### config.mk
export PLATFORM = sky130hd
export DESIGN_NAME = issue_check
export DESIGN_NICKNAME = d
export VERILOG_FILES = /design/src/rtl/issue_check_pkg.sv /design/src/rtl/issue_decode.sv /design/src/rtl/issue_check.sv
export SDC_FILE = /design/constraint.sdc
export NUM_CORES = 1
export LEC_CHECK = 0
export CORE_MARGIN = 1
export CORE_UTILIZATION = 47
export CTS_BUF_LIST = sky130_fd_sc_hd__clkbuf_8
export DETAILED_ROUTE_END_ITERATION = 10
export GPL_TIMING_DRIVEN = 0
export PLACE_DENSITY = 0.81
export RECOVER_POWER = 100
export SLEW_MARGIN = 20
export SYNTH_ARGS = -nofsm -noshare
export SYNTH_HDL_FRONTEND = slang
export SYNTH_SLANG_ARGS = --single-unit
### constraint.sdc
create_clock -name CLK -period 4.58 [get_ports CLK]
set_clock_uncertainty 0.15 [all_clocks]
set_input_delay 0.458 -clock CLK [delete_from_list [all_inputs] [get_ports CLK]]
set_output_delay 0.458 -clock CLK [all_outputs]
set_load 0.1 [all_outputs]
### src/rtl/issue_check_pkg.sv
// Shared RV32I decode definitions for the issue-group checker.
package issue_check_pkg;

   localparam int unsigned InstW  = 32;
   localparam int unsigned StateW = 2;
   localparam int unsigned RegW   = 5;

   localparam logic [6:0] OpLui    = 7'b0110111;
   localparam logic [6:0] OpAuipc  = 7'b0010111;
   localparam logic [6:0] OpJal    = 7'b1101111;
   localparam logic [6:0] OpJalr   = 7'b1100111;
   localparam logic [6:0] OpBranch = 7'b1100011;
   localparam logic [6:0] OpLoad   = 7'b0000011;
   localparam logic [6:0] OpStore  = 7'b0100011;
   localparam logic [6:0] OpImm    = 7'b0010011;
   localparam logic [6:0] OpOp     = 7'b0110011;

   // Per-lane decode flags used by the pairwise conflict check.
   typedef struct packed {
      logic wr;
      logic use1;
      logic use2;
      logic ctrl;
      logic st;
      logic ld;
   } dec_t;

endpackage

### src/rtl/issue_decode.sv
// issue_decode: one lane's instruction word -> register/memory/control usage flags.
module issue_decode
   import issue_check_pkg::*;
(
   input  logic [InstW-1:0] inst_i,
   output dec_t             dec_o,
   output logic [RegW-1:0]  rd_o,
   output logic [RegW-1:0]  rs1_o,
   output logic [RegW-1:0]  rs2_o
);

   logic [6:0] opc;

   assign opc   = inst_i[6:0];
   assign rd_o  = inst_i[11:7];
   assign rs1_o = inst_i[19:15];
   assign rs2_o = inst_i[24:20];

   // Opcode decode; unknown opcodes (including an all-zero word) use and write nothing.
   always_comb begin
      dec_o = '0;
      case (opc)
         OpLui, OpAuipc: dec_o.wr = 1'b1;
         OpJal: begin
            dec_o.wr   = 1'b1;
            dec_o.ctrl = 1'b1;
         end
         OpJalr: begin
            dec_o.wr   = 1'b1;
            dec_o.use1 = 1'b1;
            dec_o.ctrl = 1'b1;
         end
         OpBranch: begin
            dec_o.use1 = 1'b1;
            dec_o.use2 = 1'b1;
            dec_o.ctrl = 1'b1;
         end
         OpLoad: begin
            dec_o.wr   = 1'b1;
            dec_o.use1 = 1'b1;
            dec_o.ld   = 1'b1;
         end
         OpStore: begin
            dec_o.use1 = 1'b1;
            dec_o.use2 = 1'b1;
            dec_o.st   = 1'b1;
         end
         OpImm: begin
            dec_o.wr   = 1'b1;
            dec_o.use1 = 1'b1;
         end
         OpOp: begin
            dec_o.wr   = 1'b1;
            dec_o.use1 = 1'b1;
            dec_o.use2 = 1'b1;
         end
         default: ;
      endcase
   end

endmodule

### src/rtl/issue_check.sv
// issue_check: forms the largest hazard-free in-order issue group from a fetch bundle,
// holding the unissued tail for the following cycles.
module issue_check
   import issue_check_pkg::*;
#(
   parameter int unsigned WIDTH     = 2,
   parameter int unsigned PC_W      = 13,
   parameter int unsigned MEM_ORDER = 1,
   parameter int unsigned CHECK_WAW = 0
) (
   input  logic                         CLK,
   input  logic                         RST,
   input  logic                         stall,
   input  logic                         flush_e,
   input  logic                         flush_d,
   input  logic                         in_valid,
   output logic                         in_ready,
   input  logic [WIDTH-1:0]             in_slot_valid,
   input  logic [WIDTH*PC_W-1:0]        in_pc,
   input  logic [WIDTH*InstW-1:0]       in_inst,
   input  logic [WIDTH*StateW-1:0]      in_state,
   output logic [WIDTH-1:0]             out_valid,
   output logic [WIDTH*PC_W-1:0]        out_pc,
   output logic [WIDTH*InstW-1:0]       out_inst,
   output logic [WIDTH*StateW-1:0]      out_state,
   output logic [$clog2(WIDTH+1)-1:0]   issue_count,
   output logic [WIDTH-1:0]             branch_lane,
   output logic [$clog2(WIDTH+1)-1:0]   hold_count
);

   localparam int unsigned CntW = $clog2(WIDTH + 1);
   typedef logic [CntW-1:0] cnt_t;

   logic [PC_W-1:0]   hold_pc_q    [WIDTH];
   logic [PC_W-1:0]   hold_pc_d    [WIDTH];
   logic [InstW-1:0]  hold_inst_q  [WIDTH];
   logic [InstW-1:0]  hold_inst_d  [WIDTH];
   logic [StateW-1:0] hold_state_q [WIDTH];
   logic [StateW-1:0] hold_state_d [WIDTH];
   cnt_t              hold_cnt_q, hold_cnt_d;
   logic [WIDTH-1:0]  branch_q, branch_d;

   logic [WIDTH-1:0]  win_valid;
   logic [PC_W-1:0]   win_pc    [WIDTH];
   logic [InstW-1:0]  win_inst  [WIDTH];
   logic [StateW-1:0] win_state [WIDTH];
   dec_t              win_dec   [WIDTH];
   logic [RegW-1:0]   win_rd    [WIDTH];
   logic [RegW-1:0]   win_rs1   [WIDTH];
   logic [RegW-1:0]   win_rs2   [WIDTH];

   logic [WIDTH-1:0]  conflict;
   logic [WIDTH-1:0]  issue;
   cnt_t              issue_cnt;
   cnt_t              win_cnt;
   logic              eff_flush;

   assign eff_flush   = flush_e | (flush_d & ~stall);
   assign in_ready    = eff_flush | (~stall & (hold_cnt_q == '0));
   assign hold_count  = hold_cnt_q;
   assign branch_lane = branch_q;

   // Window source: held entries take priority over a new bundle.
   always_comb begin
      logic run;
      run       = 1'b1;
      win_valid = '0;
      for (int k = 0; k < WIDTH; k++) begin
         win_pc[k]    = '0;
         win_inst[k]  = '0;
         win_state[k] = '0;
      end
      if (hold_cnt_q != '0) begin
         for (int k = 0; k < WIDTH; k++) begin
            win_valid[k] = (k < int'(hold_cnt_q));
            win_pc[k]    = hold_pc_q[k];
            win_inst[k]  = hold_inst_q[k];
            win_state[k] = hold_state_q[k];
         end
      end else if (in_valid) begin
         for (int k = 0; k < WIDTH; k++) begin
            // The first invalid slot terminates the bundle.
            run          = run & in_slot_valid[k];
            win_valid[k] = run;
            win_pc[k]    = in_pc[k*PC_W +: PC_W];
            win_inst[k]  = in_inst[k*InstW +: InstW];
            win_state[k] = in_state[k*StateW +: StateW];
         end
      end
   end

   for (genvar g = 0; g < WIDTH; g++) begin : g_dec
      issue_decode u_issue_decode (
         .inst_i (win_inst[g]),
         .dec_o  (win_dec[g]),
         .rd_o   (win_rd[g]),
         .rs1_o  (win_rs1[g]),
         .rs2_o  (win_rs2[g])
      );
   end

   // Pairwise conflict matrix: lane j against every older lane i.
   always_comb begin
      conflict = '0;
      for (int j = 1; j < WIDTH; j++) begin
         for (int i = 0; i < j; i++) begin
            if (win_dec[i].wr && (win_rd[i] != '0) &&
                ((win_dec[j].use1 && (win_rs1[j] == win_rd[i])) ||
                 (win_dec[j].use2 && (win_rs2[j] == win_rd[i])))) begin
               conflict[j] = 1'b1;
            end
            if (win_dec[i].ctrl) begin
               conflict[j] = 1'b1;
            end
            if ((MEM_ORDER != 0) && win_dec[i].st && (win_dec[j].st || win_dec[j].ld)) begin
               conflict[j] = 1'b1;
            end
            if ((CHECK_WAW != 0) && win_dec[i].wr && win_dec[j].wr &&
                (win_rd[i] != '0) && (win_rd[i] == win_rd[j])) begin
               conflict[j] = 1'b1;
            end
         end
      end
   end

   // Issue group is the longest conflict-free valid prefix; lane 0 never conflicts.
   always_comb begin
      logic run;
      run       = 1'b1;
      issue     = '0;
      issue_cnt = '0;
      win_cnt   = '0;
      for (int k = 0; k < WIDTH; k++) begin
         run      = run & win_valid[k] & ~conflict[k];
         issue[k] = run;
         if (run) begin
            issue_cnt = issue_cnt + cnt_t'(1);
         end
         if (win_valid[k]) begin
            win_cnt = win_cnt + cnt_t'(1);
         end
      end
   end

   // Issued lane outputs; a flush suppresses issue and idle lanes read as zero.
   always_comb begin
      out_valid   = eff_flush ? '0 : issue;
      issue_count = eff_flush ? '0 : issue_cnt;
      out_pc      = '0;
      out_inst    = '0;
      out_state   = '0;
      for (int k = 0; k < WIDTH; k++) begin
         if (out_valid[k]) begin
            out_pc[k*PC_W +: PC_W]       = win_pc[k];
            out_inst[k*InstW +: InstW]   = win_inst[k];
            out_state[k*StateW +: StateW] = win_state[k];
         end
      end
   end

   // Next hold state: clear on flush, freeze on stall, else shift the unissued tail down.
   always_comb begin
      logic found;
      found      = 1'b0;
      hold_cnt_d = hold_cnt_q;
      branch_d   = branch_q;
      for (int k = 0; k < WIDTH; k++) begin
         hold_pc_d[k]    = hold_pc_q[k];
         hold_inst_d[k]  = hold_inst_q[k];
         hold_state_d[k] = hold_state_q[k];
      end
      if (eff_flush) begin
         hold_cnt_d = '0;
         branch_d   = '0;
         for (int k = 0; k < WIDTH; k++) begin
            hold_pc_d[k]    = '0;
            hold_inst_d[k]  = '0;
            hold_state_d[k] = '0;
         end
      end else if (!stall) begin
         hold_cnt_d = win_cnt - issue_cnt;
         branch_d   = '0;
         for (int k = 0; k < WIDTH; k++) begin
            hold_pc_d[k]    = '0;
            hold_inst_d[k]  = '0;
            hold_state_d[k] = '0;
            for (int s = 0; s < WIDTH; s++) begin
               if ((s == k + int'(issue_cnt)) && win_valid[s]) begin
                  hold_pc_d[k]    = win_pc[s];
                  hold_inst_d[k]  = win_inst[s];
                  hold_state_d[k] = win_state[s];
               end
            end
            if (issue[k] && win_dec[k].ctrl && !found) begin
               branch_d[k] = 1'b1;
               found       = 1'b1;
            end
         end
      end
   end

   // State registers; asynchronous reset discards any held entries.
   always_ff @(posedge CLK or posedge RST) begin
      if (RST) begin
         hold_cnt_q <= '0;
         branch_q   <= '0;
         for (int k = 0; k < WIDTH; k++) begin
            hold_pc_q[k]    <= '0;
            hold_inst_q[k]  <= '0;
            hold_state_q[k] <= '0;
         end
      end else begin
         hold_cnt_q <= hold_cnt_d;
         branch_q   <= branch_d;
         for (int k = 0; k < WIDTH; k++) begin
            hold_pc_q[k]    <= hold_pc_d[k];
            hold_inst_q[k]  <= hold_inst_d[k];
            hold_state_q[k] <= hold_state_d[k];
         end
      end
   end

endmodule

==> Word-level counts from Yosys, hierarchy flattened <==
Index checks and enable logic that the tools add are counted.
{ "classes": {"addsub": 3, "mul": 0, "n_div": 0, "order_cmp": 2, "n_eq_ne": 21, "shift": 0, "mux": 56, "bitwise": 9, "n_reduce_logical": 25} }
{ "op_table": {"columns": ["operator", "count"], "rows": [
  ["$mux W64", 4],
  ["$mux W32", 6],
  ["$mux W26", 4],
  ["$mux W13", 6],
  ["$logic_not A32 Y1", 2],
  ["$eq A7 B7 Y1 const B", 6],
  ["$eq A7 B6 Y1 const B", 5],
  ["$mux W2", 16],
  ["$eq A7 B5 Y1 const B", 3],
  ["$mux W1", 16],
  ["$mux W4", 4],
  ["$eq A7 B2 Y1 const B", 2],
  ["$logic_and A1 B1 Y1", 12],
  ["$eq A5 B5 Y1", 2],
  ["$reduce_or A3 Y1", 3],
  ["$reduce_or A7 Y1", 1],
  ["$reduce_or A6 Y1", 1],
  ["$and A1 B1 Y1", 5],
  ["$reduce_bool A5 Y1", 1],
  ["$lt A1 B2 Y1 const A", 2],
  ["$add A1 B2 Y3 const A", 1],
  ["$eq A1 B3 Y1 const A", 1],
  ["$add A2 B1 Y2 const B", 1],
  ["$eq A2 B2 Y1 const A", 1],
  ["8 further kinds", 11]
]} }
{ "totals": {"register_bits": 98, "latchBits": 0, "mem_bits_rw": 0, "romBits": 0, "inputBits": 102, "output_inout_bits": 103, "elab_cells": 124, "n_memories": 0} }

==> Longest topological paths before layout <==
Gate-level depths: netlist of run 1.
{ "depth": {"word_depth": 21, "ltp_mapped": 17} }

==> Hierarchy <==
From an unflattened synthesis of run 1, not the netlist that was laid out.
{ "unflattened": {"hier_cells": 818, "area_unflattened_um2": 6004.5} }
{ "modules_own_cells": {"columns": ["mod", "n_inst", "cells_per_inst", "area_each_um2", "seq_area_each_um2"], "rows": [
  ["issue_check", 1, 754, 5561.6, 2452.4],
  ["issue_decode", 2, 32, 221.5, 0.0]
]} }

==> Worst setup path before layout of run 1 <==
No wires, ideal clock.
{ "synth_path": {"path_type": "register -> output", "startpoint": "register hold_cnt_q[0] (netlist: hold_count[0])", "endpoint": "output out_inst[54]", "arrival_ps": 3920, "required_ps": 3972, "slack_ps": 52, "stages_incl_launch_ff": 12, "n_path_buf": 4, "path_cell_list": "dfrtp_1 buf_2 buf_2 and4bb_1 nor2_1 xor2_1 nor4_1 a21oi_2 o211ai_2 buf_4 buf_6 nor2_1"} }
{ "synth_between": {"elab_chain_len": 15, "elab_cells_between_ends": 49, "cone_classes": "2 x order compare; 17 x eq/ne; 14 x mux; 3 x bitwise; 13 x reduce/logical"} }
{ "synth_lines": {"columns": ["element", "line", "text"], "rows": [
  ["from (decl)", "issue_check.sv:40", "cnt_t hold_cnt_q, hold_cnt_d;"],
  ["from (signal assigned)", "issue_check.sv:213", "hold_cnt_q <= hold_cnt_d;"],
  ["$reduce_bool A2 Y1", "issue_check.sv:73", "if (hold_cnt_q != '0) begin"],
  ["$mux W64", "issue_check.sv:73", null],
  ["$eq A7 B6 Y1 (tied with other cells)", "issue_decode.sv:22", "case (opc)"],
  ["$reduce_or A6 Y1 (no line) or $reduce_or A3 Y1 (tied branches)", null, null],
  ["$mux W1", "issue_decode.sv:22", null],
  ["$logic_and A1 B1 Y1 (on tied branches)", "issue_check.sv:108, issue_check.sv:109", null],
  ["$logic_or A1 B1 Y1", "issue_check.sv:108", "((win_dec[j].use1 && (win_rs1[j] == win_rd[i])) ||"],
  ["$logic_and A1 B1 Y1", "issue_check.sv:107", "if (win_dec[i].wr && (win_rd[i] != '0) &&"],
  ["$mux W1", "issue_check.sv:107", null],
  ["$mux W1", "issue_check.sv:112", "if (win_dec[i].ctrl) begin"],
  ["$mux W1", "issue_check.sv:115", "if ((MEM_ORDER != 0) && win_dec[i].st && (win_dec[j].st || win_dec[j].ld)) begin"],
  ["$not A1 Y1", "issue_check.sv:134", "run = run & win_valid[k] & ~conflict[k];"],
  ["$and A1 B1 Y1", "issue_check.sv:134", null],
  ["$mux W2", "issue_check.sv:147", "out_valid = eff_flush ? '0 : issue;"],
  ["$mux W32 (*)", "issue_check.sv:153", "if (out_valid[k]) begin"],
  ["to (decl)", "issue_check.sv:24", "output logic [WIDTH*InstW-1:0] out_inst,"]
]} }
Mark *: on every way between the ends. The rest lies on a longest branch, timed or not.

==> Final worst setup path of run 1 <==
{ "layout_path": {"startpoint": "register hold_cnt_q[1] (netlist: hold_count[1])", "endpoint": "output out_inst[6]"} }
{ "layout_between": {"elab_chain_len": 4, "elab_cells_between_ends": 6, "cone_classes": "1 x order compare; 4 x mux; 1 x reduce/logical"} }
{ "layout_lines": {"columns": ["element", "line"], "rows": [
  ["$lt A1 B2 Y1 or $reduce_bool A2 Y1 (tied branches)", "issue_check.sv:75, issue_check.sv:73"],
  ["$mux W2", "issue_check.sv:73"],
  ["$mux W2", "issue_check.sv:147"],
  ["$mux W32 (*)", "issue_check.sv:153"]
]} }
Marks and branches as above.

==> results of run 1 <==
[worst min path at each step]
stage                               start  slack [ns]              end
after global placement    hold_inst_q[35]        0.31  hold_inst_q[35]
after floorplan           hold_inst_q[35]        0.29  hold_inst_q[35]
after global routing      hold_inst_q[18]        0.36  hold_inst_q[18]
after detailed placement  hold_inst_q[53]        0.32  hold_inst_q[53]
after CTS                             RST        0.28  hold_inst_q[30]
final                     hold_inst_q[53]        0.34  hold_inst_q[53]
[per-layer routing]
metal / vias up / track usage, % / wire length, µm / share of wire, %
met4: 0 / 10.22 / 440 / 2.2
met1: 2965 / 42.74 / 8602 / 44
met2: 281 / 49.34 / 9129 / 46
li1: 2983 / - / - / -
met5: - / 0 / 0 / 0
met3: 34 / 6.479 / 1572 / 8.0
[power breakdown]
group,switching (µW),internal (µW),total [µW]
sequential,9.49,878,888
combinational,741,271,1010
clock,309,213,522
[cell usage in the layout, fill, tap and decap left out, types with 7 or more instances in the layout]
master             n
a21oi_1           70
a31oi_1            8
and3_1            34
buf_2             11
clkbuf_1          55
clkbuf_2          87
clkbuf_8          10
clkdlybuf4s50_1   99
dfrtp_1           98
dlygate4sd3_1      7
inv_1              7
nand2_1          140
nand3_1           39
nor2_1            71
o21a_1            25
o21ai_0          102
[flip-flops by register name (all words and copies together), names as in the netlist]
| name | cells |
|---|---|
| hold_pc_q | 26 |
| hold_count | 2 |
| branch_lane | 2 |
| hold_state_q | 4 |
| hold_inst_q | 64 |
[cells by family (layout without fill, tap and decap cells)]
family / after synthesis / in the layout
AOI/OAI and AO/OA: 233 / 233
xor gates and xnor gates: 7 / 7
adders and majority gates: 4 / 4
buffers and inverters: 73 / 293
DFF: 98 / 98
and+or+nand+nor: 321 / 321
[through the flow]
stage	utilization (%)	cell area, µm²	total power, µW	TNS [ns]	std cells
3_5_place_dp	66.88	8000	1932	-20.34	1087
2_1_floorplan	-	5752	1598	0	736
3_3_place_gp	66.61	7968	1925	-21.35	1086
5_1_grt	64.39	7702	2531	0	1103
6_report	64.39	7702	2422	0	1103
4_1_cts	67.69	8097	2425	-0.1090	1103
[repair_timing]
item                       4_1_cts  5_1_grt
gates resized for setup        119      175
pin swaps                        0        0
setup endpoints to repair       93       90
setup buffers                    0        0
[area by class of cell]
| class | count | area (µm²) |
|---|---|---|
| multi-input cells | 565 | 2989 |
| well taps | 147 | 183.9 |
| plain buffers | 66 | 290.3 |
| repair buffers | 204 | 1579 |
| flip-flops and latches | 98 | 2452 |
| fillers | 1099 | 4259 |
| clock buffers | 10 | 137.6 |
| clock inverters | 6 | 42.54 |
| inverters | 7 | 27.53 |
[worst register-to-register path: cells and delay by family, from the launching register on]
kind	cells	cell delay [ns]
AOI/OAI and AO/OA	5	1.31
adders and majority gates	1	0.30
buffers and inverters	4	1.30
DFF	1	0.42
and+or+nand+nor	5	0.58
==> metrics, run 1 <==
Vias=6,263; Critical Path Start Type=register; TritonRoute pass-1 iters=5; drt via density=5.678; CTS Buffer Depth=2; initial antenna violation count=0; Worst Hold Depth=2; actual slew at the worst max-slew pin=1.757 ns; status=finished with violations; Avg Cell Area, Syn=7.815 µm²; clk slew on worst S/H paths=0.09 ns; main combinational cell family by area after synthesis=simple AND/OR/NAND/NOR gates; Arrival @ worst endpoint=3.83 ns; failing checks=capacitance limit, slew limit; CP peak stage delay=0.50 ns; Antenna Nets Post-Route=0; VDD IR-drop max=189.1 µV; Final setup viols=0; drt drc=0; maximum number of pins on one net before global-route repair=72; number of synthesized register bits=98; Rel. slew slack=-17.15%; number of cell rows=40; power per cell area=314.5 nW/µm²; Worst setup startpoint=hold_count[1]; first-pass GRT wire length=30.75 mm; Adder-Cell Fraction of Synth Area=0.8701%; Synth Area in Simple Gates=26.52%; Synth area leader=dfrtp_1; worst-path cell chain=buf_4 -> nor2_4 -> clkbuf_2 -> clkbuf_1 -> nand2_1 -> nand2_1 -> clkbuf_1 -> nor2_1 -> clkdlybuf4s15_2; CTS Buf Count=9; initial core utilization=48.09%; Hold Crit Class=reg2reg; Unique masters post-synth=51; H-tree level count=3; gr usage total=31.17%; final period utilization=96.99%; share of the synthesized area in the top cell type=42.64%; Root Driver=clkbuf_8; Critical Path End Type=output pin; syn_nets=842; layout cells sized above 1=14.02%; die span in x=112.6 µm; top-count cell post-synth=nand2_1; max_cap viols=1; critical path peak fanout=10; count of input and output buffers=203; largest cells by area after synthesis=dfrtp_1 43%, nand2_1 9.1%, o21ai_0 8.9%; Starting DRT DRC Count=555; slowest cell on the critical path=clkbuf_1; Top delay family on crit path=buffers and inverters; Seq/Total Area, Yosys=42.64%; post-synthesis compound-gate area fraction=23.36%; Worst Slack Setup Final=0.1377 ns; r2r startpoint=hold_count[0]; pre-CTS setup slack=-0.3683 ns; CP Capture Point=out_inst[6]; cells on worst reg2reg path=15; Chip Height=112.6 µm; CP Buf/Inv Count=5; synth cell count leaders=140 x nand2_1, 102 x o21ai_0, 98 x dfrtp_1; drt total wl=19.75 mm; ANT cells=0; Worst EP required=3.97 ns; synth warn=0; post-route minimum period=4.442 ns; Worst R2R Setup Slack=0.36 ns; Synth Instances=736; synth-to-layout area growth=33.91%; clk_lat worst skew=0.37 ns; Hold Fails Final Rpt=0; RSZ-0062 raised after global routing=false; grt ovf=0; Die Area=12,680 µm²; Post-synth EDFFs=0; fin nets=1,057; Crit Reg-Reg Endpoint=hold_inst_q[50]; Setup Crit Path Kind=reg2out; Pleak=0.003400 µW; worst hold margin=0.3386 ns; Top FF cell, synth=dfrtp_1; Levels on crit path=9; RePlAce Congestion=0.9533; mux contribution to synthesized area=0%; mapped cell area=5752 µm²; DP Wirelength=14.92 mm; TritonCTS clock tree=yes; routed len/inst=17.90 µm; vias in the first global route=5,859; Post-synth ARST share=100.0%; core area=11,960 µm²; Sink Count=98; Slew Limit Fails=72; # hold bufs at CTS=0; highest clock rate=225.1 MHz; Synth Area in XOR/XNOR=1.066%; IO Pins=205
No activity file was read; power rests on OpenSTA's default activity.
==> run 2, diff against run 1 <==
--- a/config.mk
+++ b/config.mk
@@ -7,2 +7,3 @@
 export LEC_CHECK = 0
+export ABC_CLOCK_PERIOD_IN_PS = 4580
 export CORE_MARGIN = 1
@@ -14,2 +15,3 @@
 export RECOVER_POWER = 100
+export SETUP_SLACK_MARGIN = 0.4
 export SLEW_MARGIN = 20
--- a/constraint.sdc
+++ b/constraint.sdc
@@ -4,2 +4,2 @@
 set_output_delay 0.458 -clock CLK [all_outputs]
-set_load 0.1 [all_outputs]
+set_load 0.01 [all_outputs]
==> metrics, run 2 (same netlist as run 1, synthesis figures left out) <==
most flop-heavy register=hold_inst_q; actual slew at the worst max-slew pin=1.777 ns; top flop regs=hold_inst_q x64, hold_pc_q x26, hold_state_q x4; post-route minimum period=4.258 ns; core area=11,960 µm²; synth-to-layout area growth=44.14%; VDD IR-drop max=188.8 µV; Critical Path Start Type=register; drt drc=0; CP peak stage delay=0.62 ns; Setup Crit Path Kind=reg2out; Top delay family on crit path=buffers and inverters; max_cap viols=1; drt via density=5.765; CTS Buffer Depth=2; first-pass GRT wire length=30.93 mm; Design Power=2248 µW; number of cell rows=40; drt total wl=20.05 mm; worst-path cell chain=clkbuf_4 -> nor2_1 -> buf_4 -> clkbuf_1 -> clkbuf_1 -> clkbuf_1 -> nand3_1 -> a21oi_1 -> dlygate4sd3_1; status=finished with violations; TritonRoute pass-1 iters=7; Sink Count=98; Post-Route Setup TNS=0 ns; Vias=6,405; most frequent cells in the layout=139 x nand2_1, 137 x clkdlybuf4s50_1, 101 x o21ai_0; TritonCTS clock tree=yes; worst hold margin=0.3380 ns; grt ovf=0; clk slew on worst S/H paths=0.10 ns; die span in x=112.6 µm; Worst EP required=3.97 ns; critical path peak fanout=10; Pleak=0.003562 µW; initial core utilization=48.09%; pre-CTS setup slack=-0.04499 ns; ANT cells=0; routed len/inst=18.04 µm; Arrival @ worst endpoint=3.65 ns; Sw Pwr=845.4 µW; Largest register FFs=64; highest clock rate=234.8 MHz; Flop pwr share=39.5%; IO Pins=205; Worst Slack Setup Final=0.3218 ns; failing checks=capacitance limit, slew limit; layout cells sized above 1=6.535%; initial antenna violation count=0; count of input and output buffers=203; fill count=999; Chip Height=112.6 µm; RSZ-0062 raised after global routing=true; fin nets=1,065; Crit path top cell by count=clkbuf_1; Clk network pwr share=23.2%; final period utilization=92.97%; CP Buf/Inv Count=6; Power Internal=1403 µW; DP Wirelength=14.92 mm; power per cell area=271.2 nW/µm²; Hold Crit Class=reg2reg; # hold bufs at CTS=0; Critical Path End Type=output pin; RePlAce Congestion=0.9533; most common cell after layout, fill and taps aside=nand2_1; CTS Buf Count=9; sw frac=37.60%; clk_lat worst skew=0.37 ns; power share of the combinational group=37.4%; Hold Fails Final Rpt=0; vias in the first global route=5,890; H-tree level count=3; Slew Limit Fails=72; gr usage total=31.28%; slowest cell on the critical path=dlygate4sd3_1; Die Area=12,680 µm²; maximum number of pins on one net before global-route repair=72; Antenna Nets Post-Route=0; Final setup viols=0; Rel. slew slack=-18.46%; Root Driver=clkbuf_8; Starting DRT DRC Count=590
-- run 2: per-layer routing --
metal	GRT usage, %	vias to the layer above	routed length, µm
li1	-	3000	-
met3	5.832	43	1863
met1	43.23	3042	8398
met2	49.59	320	9239
met5	0	-	0
met4	10.40	0	544
-- run 2: worst paths after layout --
kind                            startpoint               to  slack, ns  cells after the start
hold / removal             hold_inst_q[53]  hold_inst_q[53]       0.34                      2
hold reg to reg            hold_inst_q[53]  hold_inst_q[53]       0.34                      2
max in group asynchronous              RST  hold_inst_q[41]       1.40                      3
setup reg to reg             hold_count[0]  hold_inst_q[50]       0.45                     15
min in group asynchronous              RST  hold_inst_q[30]       0.63                      2
setup / recovery             hold_count[0]     out_inst[30]       0.32                      9
-- run 2: final cells by class --
cell class	instances	area, µm²	area share (%)
sequential	98	2452	29.58
timing repair buffer	212	2052	24.75
buffer	66	316.6	3.818
multi-input combinational	565	3078	37.13
clock inverter	6	42.54	0.5131
inverter	7	27.53	0.3320
tap	147	183.9	2.219
clock buffer	10	137.6	1.660
-- run 2: worst reg2reg max path, delay by kind of cell (launching register included) --
family / cells / cell delay [ns]
simple gates: 6 / 1.00
flops: 1 / 0.42
compound gates: 4 / 0.81
fa+ha+maj: 1 / 0.30
buf+inv: 4 / 1.31
-- run 2: power by group through the flow --
stage	logic [µW]	registers [µW]	clock network (µW)
after floorplan	466	903	0
after global placement	790	905	0
after detailed placement	798	904	0
after CTS	817	887	525
after global routing	904	889	564
final	840	888	521
-- run 2: what timing repair did --
item / CTS / global route
pin swaps: 2 / 5
gates resized for setup: 13 / 45
gates cloned: 0 / 0
setup endpoints to repair: 90 / 100
setup buffers: 1 / 7
-- run 2: stage by stage --
step           instances  utilization [%]  instance area [µm²]
2_1_floorplan        736                -                 5752
3_3_place_gp        1086            66.61                 7968
3_5_place_dp        1087            66.88                 8000
4_1_cts             1104            68.89                 8240
5_1_grt             1111            69.31                 8290
6_report            1111            69.31                 8290
